$ cat src/rtl/neuron_state_bank_pkg.sv
// Shared constants and FSM encoding for the per-neuron v/u state bank.
// The state-word width is also used by the Izhikevich datapath.
package neuron_state_bank_pkg;

    localparam int unsigned NUMWIDTH_DEF   = 16;
    localparam int unsigned NUMNEURONS_DEF = 16;
    localparam int unsigned TAGBITS_DEF    = 4;

    // One state word: 1 sign + 8 integer + 8 fraction bits.
    localparam int unsigned STATE_W = NUMWIDTH_DEF + 1;

    typedef enum logic [0:0] {
        ST_INIT = 1'b0,
        ST_IDLE = 1'b1
    } bank_state_e;

endpackage

$ cat src/rtl/neuron_state_bank_ram_1r1w.sv
// Plain synchronous 1-write/1-read array with a registered read port.
// The read returns the pre-write contents on a same-address collision.
module state_ram_1r1w #(
    parameter int unsigned Width = 34,
    parameter int unsigned Depth = 16,
    parameter int unsigned AddrW = 4
) (
    input  logic             clk_i,
    input  logic             rst_i,
    input  logic             we_i,
    input  logic [AddrW-1:0] waddr_i,
    input  logic [Width-1:0] wdata_i,
    input  logic             re_i,
    input  logic [AddrW-1:0] raddr_i,
    output logic [Width-1:0] rdata_o
);

    logic [Width-1:0] mem_q [Depth];
    logic [Width-1:0] rdata_q;

    // Contents are never cleared; the init sweep overwrites them.
    always_ff @(posedge clk_i) begin
        if (we_i && !rst_i) begin
            mem_q[waddr_i] <= wdata_i;
        end
    end

    always_ff @(posedge clk_i) begin
        if (rst_i) begin
            rdata_q <= '0;
        end else if (re_i) begin
            rdata_q <= mem_q[raddr_i];
        end
    end

    assign rdata_o = rdata_q;

endmodule

$ cat src/rtl/neuron_state_bank.sv
// Per-neuron v/u state store: init sweep sequencer, user write/read ports,
// read-during-write forwarding and rejected-access reporting.
module neuron_state_bank
    import neuron_state_bank_pkg::*;
#(
    parameter int unsigned numwidth   = NUMWIDTH_DEF,
    parameter int unsigned numneurons = NUMNEURONS_DEF,
    parameter int unsigned tagbits    = TAGBITS_DEF
) (
    input  logic                clk,
    input  logic                syn_reset,
    input  logic                init_req,
    input  logic [numwidth:0]   v_init,
    input  logic [numwidth:0]   u_init,
    input  logic                wr_en,
    input  logic [tagbits-1:0]  wr_tag,
    input  logic [numwidth:0]   v_new,
    input  logic [numwidth:0]   u_new,
    input  logic                rd_en,
    input  logic [tagbits-1:0]  rd_tag,
    output logic [numwidth:0]   v,
    output logic [numwidth:0]   u,
    output logic                rd_valid,
    output logic                init_busy,
    output logic                drop
);

    localparam int unsigned W     = numwidth + 1;
    localparam int unsigned WordW = 2 * W;

    bank_state_e        state_q, state_d;
    logic [tagbits-1:0] ptr_q, ptr_d;
    logic               rd_valid_q, rd_valid_d;
    logic               drop_q, drop_d;
    logic               fwd_q;
    logic [WordW-1:0]   fwd_word_q;

    logic               ram_we, ram_re, fwd_hit;
    logic [tagbits-1:0] ram_waddr;
    logic [WordW-1:0]   ram_wdata, ram_rdata, word_out;

    always_comb begin
        state_d    = state_q;
        ptr_d      = ptr_q;
        rd_valid_d = 1'b0;
        drop_d     = 1'b0;
        ram_we     = 1'b0;
        ram_re     = 1'b0;
        ram_waddr  = wr_tag;
        ram_wdata  = {v_new, u_new};
        fwd_hit    = 1'b0;
        unique case (state_q)
            ST_INIT: begin
                ram_we    = 1'b1;
                ram_waddr = ptr_q;
                ram_wdata = {v_init, u_init};
                ptr_d     = ptr_q + 1'b1;
                if (ptr_q == tagbits'(numneurons - 1)) begin
                    state_d = ST_IDLE;
                    ptr_d   = '0;
                end
                drop_d = rd_en | wr_en;
            end
            ST_IDLE: begin
                ram_we     = wr_en;
                ram_re     = rd_en;
                rd_valid_d = rd_en;
                fwd_hit    = wr_en && rd_en && (wr_tag == rd_tag);
                if (init_req) begin
                    state_d = ST_INIT;
                end
            end
            default: state_d = ST_INIT;
        endcase
    end

    always_ff @(posedge clk) begin
        if (syn_reset) begin
            state_q    <= ST_INIT;
            ptr_q      <= '0;
            rd_valid_q <= 1'b0;
            drop_q     <= 1'b0;
            fwd_q      <= 1'b0;
            fwd_word_q <= '0;
        end else begin
            state_q    <= state_d;
            ptr_q      <= ptr_d;
            rd_valid_q <= rd_valid_d;
            drop_q     <= drop_d;
            // Forward selection only changes on a read so idle cycles hold v/u.
            if (ram_re) begin
                fwd_q      <= fwd_hit;
                fwd_word_q <= {v_new, u_new};
            end
        end
    end

    state_ram_1r1w #(
        .Width (WordW),
        .Depth (numneurons),
        .AddrW (tagbits)
    ) u_ram (
        .clk_i   (clk),
        .rst_i   (syn_reset),
        .we_i    (ram_we),
        .waddr_i (ram_waddr),
        .wdata_i (ram_wdata),
        .re_i    (ram_re),
        .raddr_i (rd_tag),
        .rdata_o (ram_rdata)
    );

    assign word_out  = fwd_q ? fwd_word_q : ram_rdata;
    assign v         = word_out[WordW-1:W];
    assign u         = word_out[W-1:0];
    assign rd_valid  = rd_valid_q;
    assign drop      = drop_q;
    assign init_busy = (state_q == ST_INIT);

endmodule
$ cat config.mk
export PLATFORM = sky130hd
export DESIGN_NAME = neuron_state_bank
export DESIGN_NICKNAME = d
export VERILOG_FILES = /design/src/rtl/neuron_state_bank_pkg.sv /design/src/rtl/neuron_state_bank_ram_1r1w.sv /design/src/rtl/neuron_state_bank.sv
export SDC_FILE = /design/constraint.sdc
export NUM_CORES = 1
export LEC_CHECK = 0
export CORE_ASPECT_RATIO = 0.7
export CORE_MARGIN = 4
export CORE_UTILIZATION = 50
export DETAILED_ROUTE_END_ITERATION = 8
export MAX_ROUTING_LAYER = met4
export PLACE_DENSITY = 0.68
export SLEW_MARGIN = 20
export SYNTH_ARGS = -nofsm -noshare
export SYNTH_HDL_FRONTEND = slang
export SYNTH_SLANG_ARGS = --single-unit
$ cat constraint.sdc
create_clock -name clk -period 5.2 [get_ports clk]
set_clock_uncertainty 0.05 [all_clocks]
set_input_delay 1.04 -clock clk [delete_from_list [all_inputs] [get_ports clk]]
set_output_delay 1.04 -clock clk [all_outputs]
set_load 0.01 [all_outputs]
; Yosys cells after proc, flatten, opt, wreduce, memory -nomap -nowiden
; Memory sizes are Yosys's and may differ from the RTL's. A register that Yosys moved wholly into a read port is not among the register bits.
; Index checks and enable logic that the tools add are counted.
[op_classes]
n_mux = 12
addsub = 1
eq_ne = 2
n_reduce_logical = 5
bitwise = 2
[ops]
columns = cell, count
row1 = 2-to-1 mux 34 bit, 2
row2 = 2-to-1 mux 4 bit, 2
row3 = 2-to-1 mux 1 bit, 6
row4 = adder 4 x 1 -> 4 bit (second input constant), 1
row5 = equality test 4 bit, 1
row6 = equality test 4 bit (second input constant), 1
row7 = case mux 1 bit (2 select lines), 2
row8 = logical AND 1 bit, 3
row9 = OR reduction 2 bit, 1
row10 = zero test 1 bit, 1
row11 = inverter 1 bit, 1
row12 = OR 1 bit, 1
[totals]
memories = 1
output_inout_bits = 37
register_bits = 42
mem_bits_rw = 544
wordCells = 29
inputBits = 81
[mem_list]
columns = memory, depth, word_bits, rd, rd_clocked_by_memory_dff, write_ports, line_no
row1 = u_ram.mem_q, 16, 34, 1, 1, 1, neuron_state_bank_ram_1r1w.sv:18  ; logic [Width-1:0] mem_q [Depth];

; Longest topological paths before layout
; Gate-level depths: netlist of the first run.
[depth]
depth_word = 5
depth_mapped = 8
mapped_depth_nobuf = 4

; Cells and area by module
; From an unflattened synthesis of the first run, not the netlist that was laid out.
[hier_totals]
cells_unflattened = 1559
hier_area_um2 = 24448.4
[by_module_without_submodules]
columns = mod, n_inst, cells_per_inst, area_per_inst_um2, seq_area_each_um2
row1 = state_ram_1r1w, 1, 1293, 22024.9, 17016.3
row2 = neuron_state_bank, 1, 266, 2423.6, 840.8

; Least setup slack after synthesis of the first run
; OpenSTA, ideal clock, no wires.
[synth_timing]
path_kind = input to register
startpoint = input syn_reset
endpoint = memory u_ram.mem_q[6][0] (enable)
n_path_buf = 1
setup_time_ns = 0.425
stages = 4
slack_ns = 1.777
required_time_ns = 4.725
t_arrival_ns = 2.947
path_cell_list = clkbuf_1 nor2b_1 nand2_1 nor2_1
[synth_between]
elab_chain_len = 4
[synth_rtl]
columns = element, line_no
row1 = start: declaration, neuron_state_bank.sv:11  ; input logic syn_reset,
row2 = zero test 1 bit, neuron_state_bank_ram_1r1w.sv:23  ; if (we_i && !rst_i) begin
row3 = logical AND 1 bit, neuron_state_bank_ram_1r1w.sv:23
row4 = 2-to-1 mux 1 bit, neuron_state_bank_ram_1r1w.sv:23
row5 = 2-to-1 mux 1 bit (not written as such), neuron_state_bank_ram_1r1w.sv:24  ; mem_q[waddr_i] <= wdata_i;
row6 = end: declaration, neuron_state_bank_ram_1r1w.sv:18
; No other way between the ends.

; Final worst setup path of the first run
[layout_timing]
startpoint = register fwd_q
endpoint = output v[5]
[layout_between]
elab_chain_len = 1
[layout_rtl]
columns = element, line_no
row1 = start: declaration, neuron_state_bank.sv:35  ; logic fwd_q;
row2 = start signal: assignment, neuron_state_bank.sv:92  ; fwd_q <= fwd_hit;
row3 = 2-to-1 mux 34 bit, neuron_state_bank.sv:113  ; assign word_out = fwd_q ? fwd_word_q : ram_rdata;
row4 = end: declaration, neuron_state_bank.sv:21  ; output logic [numwidth:0] v,
; No other way between the ends.

==> impl_results.md, run 1 <==
* Status: complete, no violations
* Max_slew headroom at 30.40%
* ANT nets after route at 0
* Hold_ws at 0.4016 ns
* Slew Limit Fails at 0
* Slew @ Worst Pin at 1.044 ns
* Crit end category: primary output
* DRT iter0 DRCs at approximately 1,400
* Most frequent cells in the layout: 544 x edfxtp_1, 113 x clkdlybuf4s50_1, 111 x nand2_1, 102 x mux2_2, 74 x dfxtp_1
* Gr usage total at between 20 and 25%
* Mapped cell area at about 24,000 sq um
* Slowest cell on crit path: dfxtp_2
* Leakage power at 9.327 nW
* Total gr overflow at 0
* CP Cell Sequence: buf_4 -> mux2_2 -> clkdlybuf4s50_1
* Vias in the first global route at about 13,000
* DR WL/cell at 26.08 um
* Clock latency on the worst-skew pair at 0.59 ns
* Max rail drop VDD at ~0.00027 V
* Switching Share at between 20% and 30%
* Number of synthesized register bits at 620
* Setup TNS Final at 0 ns
* Maximum clock frequency at 263.5 MHz
* Critical Path Source Type: flop
* Final setup viols at 0
* Post-CTS Hold Fix Bufs at 0
* Postcts setup bufs at 0
* Ys flop type: edfxtp_1
* Top delay family on crit path: buffers and inverters
* P&R area growth vs syn at 16.27%
* Routed WL at 55.31 mm
* Commonest non-fill, non-tap cell in the layout: edfxtp_1
* Yosys cell types at 35
* Net Switching at 2.031 mW
* Mapped Nets at 1,368
* Core outline area at roughly 48,000 sq um
* RSZ-0062 raised after global routing: false
* Htree depth at 2
* Max Cap Viol at 0
* Final hold vios at 0
* Area of the die at approximately 52,000 sq um
* PwrDens at roughly 360 nW/um^2
* Clock transition at path regs at 0.07 ns
* Worst EP required at 4.11 ns
* Final GP Congestion at 0.7498
* Clock sink count at 620
* Post-cts resize count at 0
* Ports at 118
* Critical Path Max Stage Delay at 0.75 ns
* Clock power frac at between 40% and 50%
* Ys async rst share at 0%
* Cell internal pwr at 7.979 mW
* Clock buffer count from CTS at 55
* Critical Path Fanout Max at 19
* Layout cells sized above 1 at around a fifth
* Min-Delay Path Class: flop to flop
* Min Tclk post-route at between 3 and 4 ns
* Combinational Power Share at around 5%
* Final #Nets at 1,501
* CTS Root Cell: clkbuf_16
* Initial core utilization at between 50 and 60%
* Initial antenna violation count at 1
* DRC violation count after routing at 0
* Synthesized area per cell at 18.85 sq um
* CTS tree: yes
* Vias at around 12,000
* Drt pass-1 iters at 7
* CP arrival at 2.71 ns
* Bufs and invs on worst path at 2
* DIE WIDTH at 271.2 um
* Post-synth EDFFs at ~540
* Sequential power share at 54.9%
* First-pass GRT wire length at approximately 83 mm
* Clock Path Buffers at 3
* Die H at 192.2 um
* Final worst-path cycle share at 72.98%
* Number of vias per cell at 5.893
* Synth Warn # at 0
* Final HPWL DP at roughly 32 mm
* IO buf count at 117
* Pin count of the biggest net entering global routing at 64
* WS Path Type: flop to primary output
* Row count at 67
* Post-synthesis sequential area ratio at 73.67%
* Post-Synthesis Cells at ~1,300
## per-stage QoR
step	area (sq um)	utilization, %	setup WS [ns]	std cells	total power, mW
3_5_place_dp	26380	55.12	1.450	2017	6.096
2_1_floorplan	24240	-	1.777	1286	5.884
3_3_place_gp	26250	54.83	1.524	2012	6.078
4_1_cts	28180	58.87	1.353	2119	10.10
5_1_grt	28180	58.87	1.301	2120	10.34
6_report	28180	58.88	1.405	2121	10.01
## routing by layer
| layer | track usage (%) | vias up | routed length [um] |
|---|---|---|---|
| met5 | - | - | 0 |
| met4 | 4.297 | 0 | 882 |
| met3 | 4.371 | 66 | 4354 |
| met2 | 31.80 | 478 | 24430 |
| met1 | 33.52 | 6487 | 25640 |
| li1 | - | 5467 | - |
## synthesized netlist by cell type (13+ instances only)
cell type / count / share of area [%]
a21oi_1: 39 / 0.81
a221oi_1: 33 / 1.2
a22oi_1: 35 / 1.1
buf_2: 13 / 0.27
clkbuf_1: 45 / 0.70
dfxtp_1: 76 / 6.3
edfxtp_1: 544 / 67
mux2_2: 102 / 4.7
mux2i_1: 73 / 3.0
mux4_1: 39 / 4.2
mux4_2: 62 / 5.8
nand2_1: 112 / 1.7
nor2_1: 27 / 0.42
o21ai_0: 31 / 0.64
## cell families (layout without fill, tap and decap cells)
family	after synthesis	after routing	share of synthesized area, %
and+or+nand+nor	156	156	2.617
muxes	276	276	17.74
buffers and inverters	81	259	1.771
xor gates and xnor gates	5	5	0.1807
adders and majority gates	1	1	0.05161
AOI/OAI and AO/OA	147	147	3.965
DFF	620	620	73.67
other	0	2	0
## sequential cells by signal, indices dropped and copies added (netlist names)
| signal | flops |
|---|---|
| u_ram.rdata_o | 34 |
| u_ram.mem_q | 544 |
| state_q | 1 |
| ptr_q | 4 |
| rd_valid | 1 |
| fwd_word_q | 34 |
| fwd_q | 1 |
| drop | 1 |
## final cells by class
class,instances,area [sq um]
Clock inverter,18,175.2
Sequential cell,620,17860
Fill cell,3472,19690
Antenna cell,2,5.005
Tap cell,655,819.5
Clock buffer,84,1619
Inverter,2,7.507
Timing Repair Buffer,155,1599
Multi-Input combinational cell,585,6097
## worst paths after layout
path / startpoint / endpoint / slack, ns / depth (start not counted)
worst max-delay path: fwd_q$_SDFFE_PP0P_ / v[5] / 1.40 / 3
worst min-delay path: fwd_word_q[13]$_SDFFE_PP0P_ / fwd_word_q[13]$_SDFFE_PP0P_ / 0.40 / 2
worst max register to register: state_q$_SDFF_PP0_ / u_ram.mem_q[8][7]$_DFFE_PP_ / 1.60 / 6
worst min register to register: fwd_word_q[13]$_SDFFE_PP0P_ / fwd_word_q[13]$_SDFFE_PP0P_ / 0.40 / 2
## worst min-delay path, delay by kind of cell, from the launching register on
family,cells,cell delay (ns)
AND/OR/NAND/NOR,1,0.05
AO/OA/AOI/OAI,1,0.05
flip-flops,1,0.31
## power groups by stage
| stage | registers (mW) | logic, mW | clock network [mW] |
|---|---|---|---|
| final | 5.49 | 0.494 | 4.02 |
| after global routing | 5.49 | 0.528 | 4.32 |
| after CTS | 5.49 | 0.498 | 4.11 |
| after detailed placement | 5.60 | 0.497 | 0 |
| after global placement | 5.60 | 0.481 | 0 |
| after floorplan | 5.60 | 0.289 | 0 |
(Power assumes the default switching activity.)
==> run 2: changes to the inputs <==
==> constraint.sdc (replaced) <==
create_clock -name clk -period 3.85 [get_ports clk]
set_clock_uncertainty 0.05 [all_clocks]
set_input_delay 0.77 -clock clk [delete_from_list [all_inputs] [get_ports clk]]
set_output_delay 0.77 -clock clk [all_outputs]
set_load 0.01 [all_outputs]
==> impl_results.md, run 2 (synthesized netlist as in run 1, its figures left out) <==
* WS Path Type: flop to primary output
* ANT nets after route at 0
* DR WL/cell at 26.17 um
* Routed WL at 56.12 mm
* Initial antenna violation count at 4
* Worst EP required at 3.03 ns
* Max_slew headroom at 39.14%
* Min Tclk post-route at 3.330 ns
* Final setup viols at 0
* Core outline area at ~48,000 sq um
* CTS tree: yes
* Htree depth at 2
* Post-layout util at 59.42%
* Clock latency on the worst-skew pair at a little under 0.6 ns
* Crit end category: primary output
* DP Area at 26,490 sq um
* Post-CTS Hold Fix Bufs at 0
* Final HPWL DP at 32.81 mm
* IO buf count at 117
* CP arrival at 2.51 ns
* Max rail drop VDD at 0.0003862 V
* Clock transition at path regs at 0.06 ns
* Min-Delay Path Class: flop to flop
* Die H at 192.2 um
* Most frequent cells in the layout: 544 x edfxtp_1, 113 x clkdlybuf4s50_1, 111 x nand2_1, 102 x mux2_2, 74 x dfxtp_1
* Vias at 12,660
* Slew @ Worst Pin at 0.9129 ns
* DIE WIDTH at 271.2 um
* Finished layout cell area at 28,440 sq um
* Initial core utilization at 50.64%
* Total gr overflow at 0
* Final GP Congestion at 0.8107
* DP Worst Slack at 0.8512 ns
* Final WS setup at 0.5204 ns
* Max Cap Viol at 0
* First-pass GRT wire length at 82.41 mm
* Clock buffer count from CTS at 56
* Area of the die at 52,120 sq um
* Postcts setup bufs at 0
* RSZ-0062 raised after global routing: false
* Row count at 67
* Most flops, register: u_ram.mem_q
* Max reg flops at 544
* Ports at 118
* PwrDens at 488.6 nW/um^2
* Final worst-path cycle share at 86.48%
* Post-cts resize count at 0
* Pin count of the biggest net entering global routing at 46
* Status: complete, no violations
* Clock Path Buffers at 3
* Maximum clock frequency at 300.3 MHz
* Vias in the first global route at 12,730
* Clock sink count at 620
* Design Power at 13.90 mW
* Final #Nets at 1,520
* DRT iter0 DRCs at 1,060
* P&R area growth vs syn at 17.36%
* Slew Limit Fails at 0
* Number of vias per cell at 5.905
* Final hold vios at 0
* Setup TNS Final at 0 ns
* Critical Path Fanout Max at 19
* Gr usage total at 21.99%
* Critical Path Source Type: flop
* Leakage power at 9.470 nW
* DRC violation count after routing at 0
* Layout cells sized above 1 at 22.75%
* CTS Root Cell: clkbuf_16
* Commonest non-fill, non-tap cell in the layout: edfxtp_1
* Drt pass-1 iters at 5
run 2: cell count changes in the layout (fill, tap and decap cells not counted), moves of 2 or more:
cell	previous run	this run
clkbuf_1	19	11
buf_12	4	10
clkbuf_8	7	5
buf_4	30	47
bufinv_16	3	9
inv_6	1	3
clkinv_2	9	11
clkinvlp_4	0	5
buf_16	5	0
run 2: per-stage QoR:
stage	cells	hold WS [ns]
2_1_floorplan	1286	0.3821
3_3_place_gp	2035	0.3886
3_5_place_dp	2035	0.3928
4_1_cts	2141	0.4033
5_1_grt	2144	0.4197
6_report	2144	0.4031
run 2: final cells by class:
cell class	instances	area, sq um
diodes	3	7.507
clock buffers	73	1536
clock inverters	33	407.9
fillers	3450	19420
inverters	2	7.507
multi-input cells	585	6097
flip-flops and latches	620	17860
well taps	655	819.5
repair buffers	173	1709
run 2: critical path: stages (launching register included):
cell and delay [ns]:
dfxtp_2 0.77, buf_12 0.28, mux2_2 0.36, clkdlybuf4s50_1 0.49
run 2: report_power, final:
part | internal (mW) | total [mW] | leakage, nW | switching, mW
clock | 3.42 | 5.81 | 0.944 | 2.39
combinational | 0.290 | 0.671 | 3.00 | 0.381
sequential | 7.40 | 7.42 | 5.53 | 0.0223
run 2: final timing paths:
path / startpoint / to / slack (ns) / depth (start not counted)
setup / recovery: fwd_q$_SDFFE_PP0P_ / u[14] / 0.52 / 3
hold / removal: fwd_word_q[16]$_SDFFE_PP0P_ / fwd_word_q[16]$_SDFFE_PP0P_ / 0.40 / 2
setup reg to reg: state_q$_SDFF_PP0_ / u_ram.mem_q[1][13]$_DFFE_PP_ / 0.97 / 4
hold reg to reg: fwd_word_q[16]$_SDFFE_PP0P_ / fwd_word_q[16]$_SDFFE_PP0P_ / 0.40 / 2
run 2: per-layer routing:
metal / GRT usage [%] / vias up / routed length (um)
met5: - / - / 0
met4: 4.317 / 0 / 952
met3: 4.133 / 65 / 3895
met2: 33.14 / 450 / 25890
met1: 32.08 / 6643 / 25380
li1: - / 5503 / -
==> RTL change 1 (config.mk and constraints of run 2) <==
Change the package constant `NUMNEURONS_DEF` from 16 to 32.
--- a/src/rtl/neuron_state_bank_pkg.sv
+++ b/src/rtl/neuron_state_bank_pkg.sv
@@ -5,3 +5,3 @@
     localparam int unsigned NUMWIDTH_DEF   = 16;
-    localparam int unsigned NUMNEURONS_DEF = 16;
+    localparam int unsigned NUMNEURONS_DEF = 32;
     localparam int unsigned TAGBITS_DEF    = 4;
Function: no difference found for any inputs over 10 cycles, from zero or initial values and one cycle with syn_reset high; that may be too few to reach the edited logic, so the function may still have changed.
==> RTL change 1 against run 2 <==
Routed wire length is 0.49% lower; setup slack better by 26 ps; sequential cell count stayed put; cell count is 0.19% lower; largest power group unchanged; maximum frequency is 0.78% higher; area after synthesis is 0.51% higher; final area is 0.52% higher; sequential share of layout area is 0.33 points lower; power is 1.6% higher; non-clock buffer count is 6 lower.
==> RTL change 1: results (changes against run 2) <==
stage;metric;value;unit;change
placed_design;dpl.hpwl;33.2;mm;+1.0%
yosys;synth_commonest_cells;edfxtp_1 (544), nand2_1 (109), mux2_2 (102), dfxtp_1 (76), mux2i_1 (72);;
yosys;yosys_warnings;0;;unchanged
clocking;cts_made_buffers;56;;unchanged
global_routing;grt_max_degree;59;;+28%
global_routing;antenna_found_initial;0;;-4
placed_design;gp_congestion;0.776;;-4.3%
outcome;status;finished, final reports clean;;
yosys;synth_mux_area_share;17.7;%;-0.070 points
placed_design;placed_cells;2035;;unchanged
critical_path;arrival;2480;ps;-30 ps
power;p_sw_share;20.1;%;about the same
yosys;mappedNetlistNets;1375;;+0.51%
clocking;ctsResizeCount;0;;unchanged
yosys;synth_adder_area_share;0.0514;%;-0.00026 points
critical_path;path_delay_family;buffers and inverters;;
yosys;synth_xor_area_share;0.180;%;-0.00092 points
final_layout;diodes;0;;-3
power;p_leak;0.00953;uW;+0.67%
yosys;synth_top_flop_cell;edfxtp_1;;
clocking;hold_buffers;0;;unchanged
final_layout;nets;1520;;unchanged
route;drt-vias-per-instance;5.97;;+1.0%
clocking;clk_pin_slew_worst_paths;70;ps;
clocking;clockBufferDepth;3;;unchanged
power;peakVddDrop;0.315;mV;-19%
yosys;synth_compound_area_share;4.03;%;+0.067 points
clocking;post-cts-setup-buffers;0;;unchanged
yosys;synthTopCellsByArea;edfxtp_1 (67%), dfxtp_1 (6.2%), mux4_2 (5.4%);;
yosys;synth_area_per_cell;18.8;um^2;about the same
placed_design;portBuffers;117;;unchanged
global_routing;track_usage;21.9;%;-0.072 points
yosys;synth_seq_area_share;73.3;%;-0.37 points
critical_path;crit_fanout;18;;-1
route;drt_iter0_markers;1180;;+11%
clocking;clk_latency;590;ps;
final_layout;drive_gt1_share;22.2;%;-0.59 points
worst_hold_path;min_path_type;reg -> reg;;
critical_path;crit_path_top_delay_cell;dfxtp_2;;
final_layout;largest_reg_flops;544;;unchanged
sta;finalSetupViolations;0;;unchanged
critical_path;max_stage_delay;730;ps;-40 ps
yosys;async_flop_share;0;%;unchanged
clocking;clockRootBuffer;clkbuf_16;;
yosys;synth-edff-count;544;;unchanged
global_routing;grt_pass1_wl;83.4;mm;+1.2%
route;wirelength;55.8;mm;-0.49%
global_routing;grt_pass1_vias;13000;;+2.3%
sta;tightestPinTransition;1060;ps;+143 ps
yosys;ys_types;41;;+17%
clocking;htreeDepth;2;;unchanged
route;wire_per_inst;26.1;um;-0.31%
final_layout;top_register;u_ram.mem_q;;
placed_design;pre_cts_ws;548;ps;-303 ps
route;first_pass_iters;5;;unchanged
==> RTL change 1: cell types whose count changed after synthesis, moves of 3 or more <==
| cell | delta |
|---|---|
| clkbuf_1 | -6 |
| buf_6 | +6 |
| nand2_1 | -3 |
| nand2b_1 | +3 |
| nor3b_1 | +3 |
| mux4_2 | -4 |
| mux4_1 | +4 |
==> RTL change 1: layout make-up <==
| class | count | area, um^2 |
|---|---|---|
| clock buffer | 64 | 1460 |
| multi-input combinational | 590 | 6150 |
| clock inverter | 41 | 549 |
| tap | 655 | 820 |
| inverter | 3 | 11.3 |
| sequential | 620 | 17900 |
| timing repair buffer | 167 | 1740 |
| fill | 3448 | 19400 |
==> RTL change 1: final timing paths <==
| check | start | end | slack, ps | cells past startpoint |
|---|---|---|---|---|
| max | fwd_q$_SDFFE_PP0P_ | v[10] | 550 | 3 |
| min | fwd_word_q[15]$_SDFFE_PP0P_ | fwd_word_q[15]$_SDFFE_PP0P_ | 400 | 2 |
| max reg2reg | state_q$_SDFF_PP0_ | u_ram.mem_q[14][18]$_DFFE_PP_ | 890 | 4 |
| min reg2reg | fwd_word_q[15]$_SDFFE_PP0P_ | fwd_word_q[15]$_SDFFE_PP0P_ | 400 | 2 |
==> RTL change 1: stage by stage <==
step | instance area (um^2) | utilization (%) | hold slack [ps]
after floorplan | 24400 | - | 381
after global placement | 26600 | 55.3 | 388
after detailed placement | 26600 | 55.3 | 393
after CTS | 28600 | 59.5 | 403
after global routing | 28600 | 59.5 | 421
final | 28600 | 59.5 | 402
==> RTL change 1: power groups by stage <==
stage          clock, uW  sequential, uW  combinational (uW)
2_1_floorplan          0            7560                 396
3_3_place_gp           0            7560                 672
3_5_place_dp           0            7560                 685
4_1_cts             6120            7420                 688
5_1_grt             6410            7420                 727
6_report            6020            7420                 683
==> RTL change 1: layer usage <==
| layer | global-route usage (%) | wire length (um) |
|---|---|---|
| met5 | - | 0 |
| met1 | 32.0 | 25400 |
| met4 | 5.04 | 1200 |
| met3 | 3.78 | 3890 |
| met2 | 32.8 | 25300 |
==> RTL change 1: cell families (layout without fill, tap and decap cells) <==
group	Yosys count	after routing
flops	620	620
mux	275	275
simple gates	158	158
compound gates	151	151
buf+inv	83	275
xor+xnor	5	5
fa+ha+maj	1	1
==> RTL change 1: tightest hold or removal path: stages, from the launching register on <==
cell,delay [ps]
dfxtp_1,310
nand2_1,50
a21oi_1,50
==> RTL change 2 (config.mk and constraints of run 2) <==
Without the edit above. Register the output `u`, cleared by the reset; this adds one clock of latency there. The other outputs are not delayed to match. Comments in the files are not updated.
--- a/src/rtl/neuron_state_bank.sv
+++ b/src/rtl/neuron_state_bank.sv
@@ -114,3 +114,9 @@
     assign v         = word_out[WordW-1:W];
-    assign u         = word_out[W-1:0];
+    always_ff @(posedge clk) begin
+        if (syn_reset) begin
+            u <= '0;
+        end else begin
+            u <= word_out[W-1:0];
+        end
+    end
     assign rd_valid  = rd_valid_q;
Check against the original RTL: no difference found for any inputs over 4 cycles, from zero or initial values and one cycle with syn_reset high; that may be too few to reach the edited logic, so the function may still have changed.
==> RTL change 2 against run 2 <==
Via count increased by 0.82%; routed wire length fell by 3.3%; power rose by 2.3%; area after synthesis rose by 2.2%; setup slack gained 250 ps; combinational power fell by 2%; register-to-register slack improved by 270 ps; final area up 1.6%; maximum frequency rose by 8.1%; sequential cell count grew 17; highest routed layer unchanged.
==> RTL change 2: results (changes against run 2) <==
stage;metric;value;unit;change
sta;holdWs;401;ps;-1.75 ps
placed_design;gp_congestion;0.822;;+1.4%
critical_path;arrival;2260;ps;-250 ps
yosys;synth_commonest_cells;edfxtp_1 (544), nand2_1 (112), dfxtp_1 (93), mux2i_1 (90), mux2_2 (85);;
global_routing;grt_pass1_wl;81.9;mm;-0.66%
final_layout;nets;1551;;+2.0%
power;clock_power;5960;uW;+3%
critical_path;crit_fanout;18;;-1
placed_design;placed_cell_area;0.0269;mm^2;+1.5%
yosys;synthCells;1339;;+4.1%
route;drt_iter0_markers;1273;;+20%
clocking;post-cts-setup-buffers;0;;unchanged
yosys;mappedNetlistNets;1421;;+3.9%
global_routing;antenna_found_initial;1;;-3
placed_design;pre_cts_ws;731;ps;-120 ps
outcome;status;finished, final reports clean;;
route;dr_wl_met2;24.6;mm;-5.2%
sta;relSlewSlack;30.5;%;-8.7 points
global_routing;grt_pass1_vias;12900;;+1.2%
final_layout;nFillCells;3510;;+1.7%
power;p_int;11400;uW;+2.3%
route;wl_met1;25.3;mm;-0.24%
route;wirelength;54.2;mm;-3.3%
yosys;synthTopCellsByArea;edfxtp_1 (66%), dfxtp_1 (7.5%), mux4_2 (5.2%);;
route;dr_wl_met3;3.60;mm;-7.7%
final_layout;fin_cells;2174;;+1.4%
global_routing;grt_max_degree;42;;-8.7%
route;drt-vias-per-instance;5.87;;-0.57%
final_layout;diodes;0;;-3
final_layout;drive_gt1_share;20.5;%;-2.3 points
global_routing;track_usage;21.0;%;-1.0 points
global_routing;grt_util_met1;31.9;%;-0.13 points
global_routing;met3_usage;3.45;%;-0.68 points
power;peakVddDrop;0.299;mV;-23%
yosys;synth_seq_area_share;73.4;%;-0.23 points
power;power.total;14200;uW;+2.3%
power;p_leak;0.00961;uW;+1.5%
clocking;cts_made_buffers;58;;+3.6%
global_routing;use_met2;30.7;%;-2.5 points
yosys;async_flop_share;0;%;unchanged
placed_design;dpl.hpwl;32.2;mm;-1.9%
placed_design;placed_cells;2064;;+1.4%
RTL change 2: changes by cell type in the layout (fill, tap and decap cells not counted), sizes merged, moves of 2 or more:
cell,delta
clkinvlp,-2
mux2i,+17
nor2,+17
mux2,-17
bufinv,-2
clkbuf,+8
buf,-5
diode,-3
dfxtp,+17
RTL change 2: kinds of logic (layout without fill, tap and decap cells):
kind of cell | Yosys count | after routing | share of synthesized area, %
DFF | 637 | 637 | 73.4
muxes | 276 | 276 | 17.3
and+or+nand+nor | 173 | 173 | 2.82
AOI/OAI and AO/OA | 147 | 147 | 3.88
buffers and inverters | 100 | 280 | 2.29
xor gates and xnor gates | 5 | 5 | 0.177
adders and majority gates | 1 | 1 | 0.0505
RTL change 2: critical path: stages, from the launching register on:
cell,delay [ps]
dfxtp_2,710
mux2_2,440
clkdlybuf4s50_1,490
RTL change 2: cell type report:
type	instances	area, um^2	area share, %
Tap cell	655	820	2.84
Multi-Input combinational cell	602	6160	21.3
Clock inverter	29	329	1.14
Sequential cell	637	18200	63.0
Clock buffer	81	1670	5.78
Inverter	2	7.51	0.0260
Timing Repair Buffer	168	1710	5.91
RTL change 2: worst paths after layout:
path                                from                           end  slack [ps]  cells past startpoint
max                   fwd_q$_SDFFE_PP0P_                         v[15]         770                      2
max reg2reg           state_q$_SDFF_PP0_  u_ram.mem_q[3][10]$_DFFE_PP_        1240                      5
min          fwd_word_q[29]$_SDFFE_PP0P_   fwd_word_q[29]$_SDFFE_PP0P_         400                      2
min reg2reg  fwd_word_q[29]$_SDFFE_PP0P_   fwd_word_q[29]$_SDFFE_PP0P_         400                      2
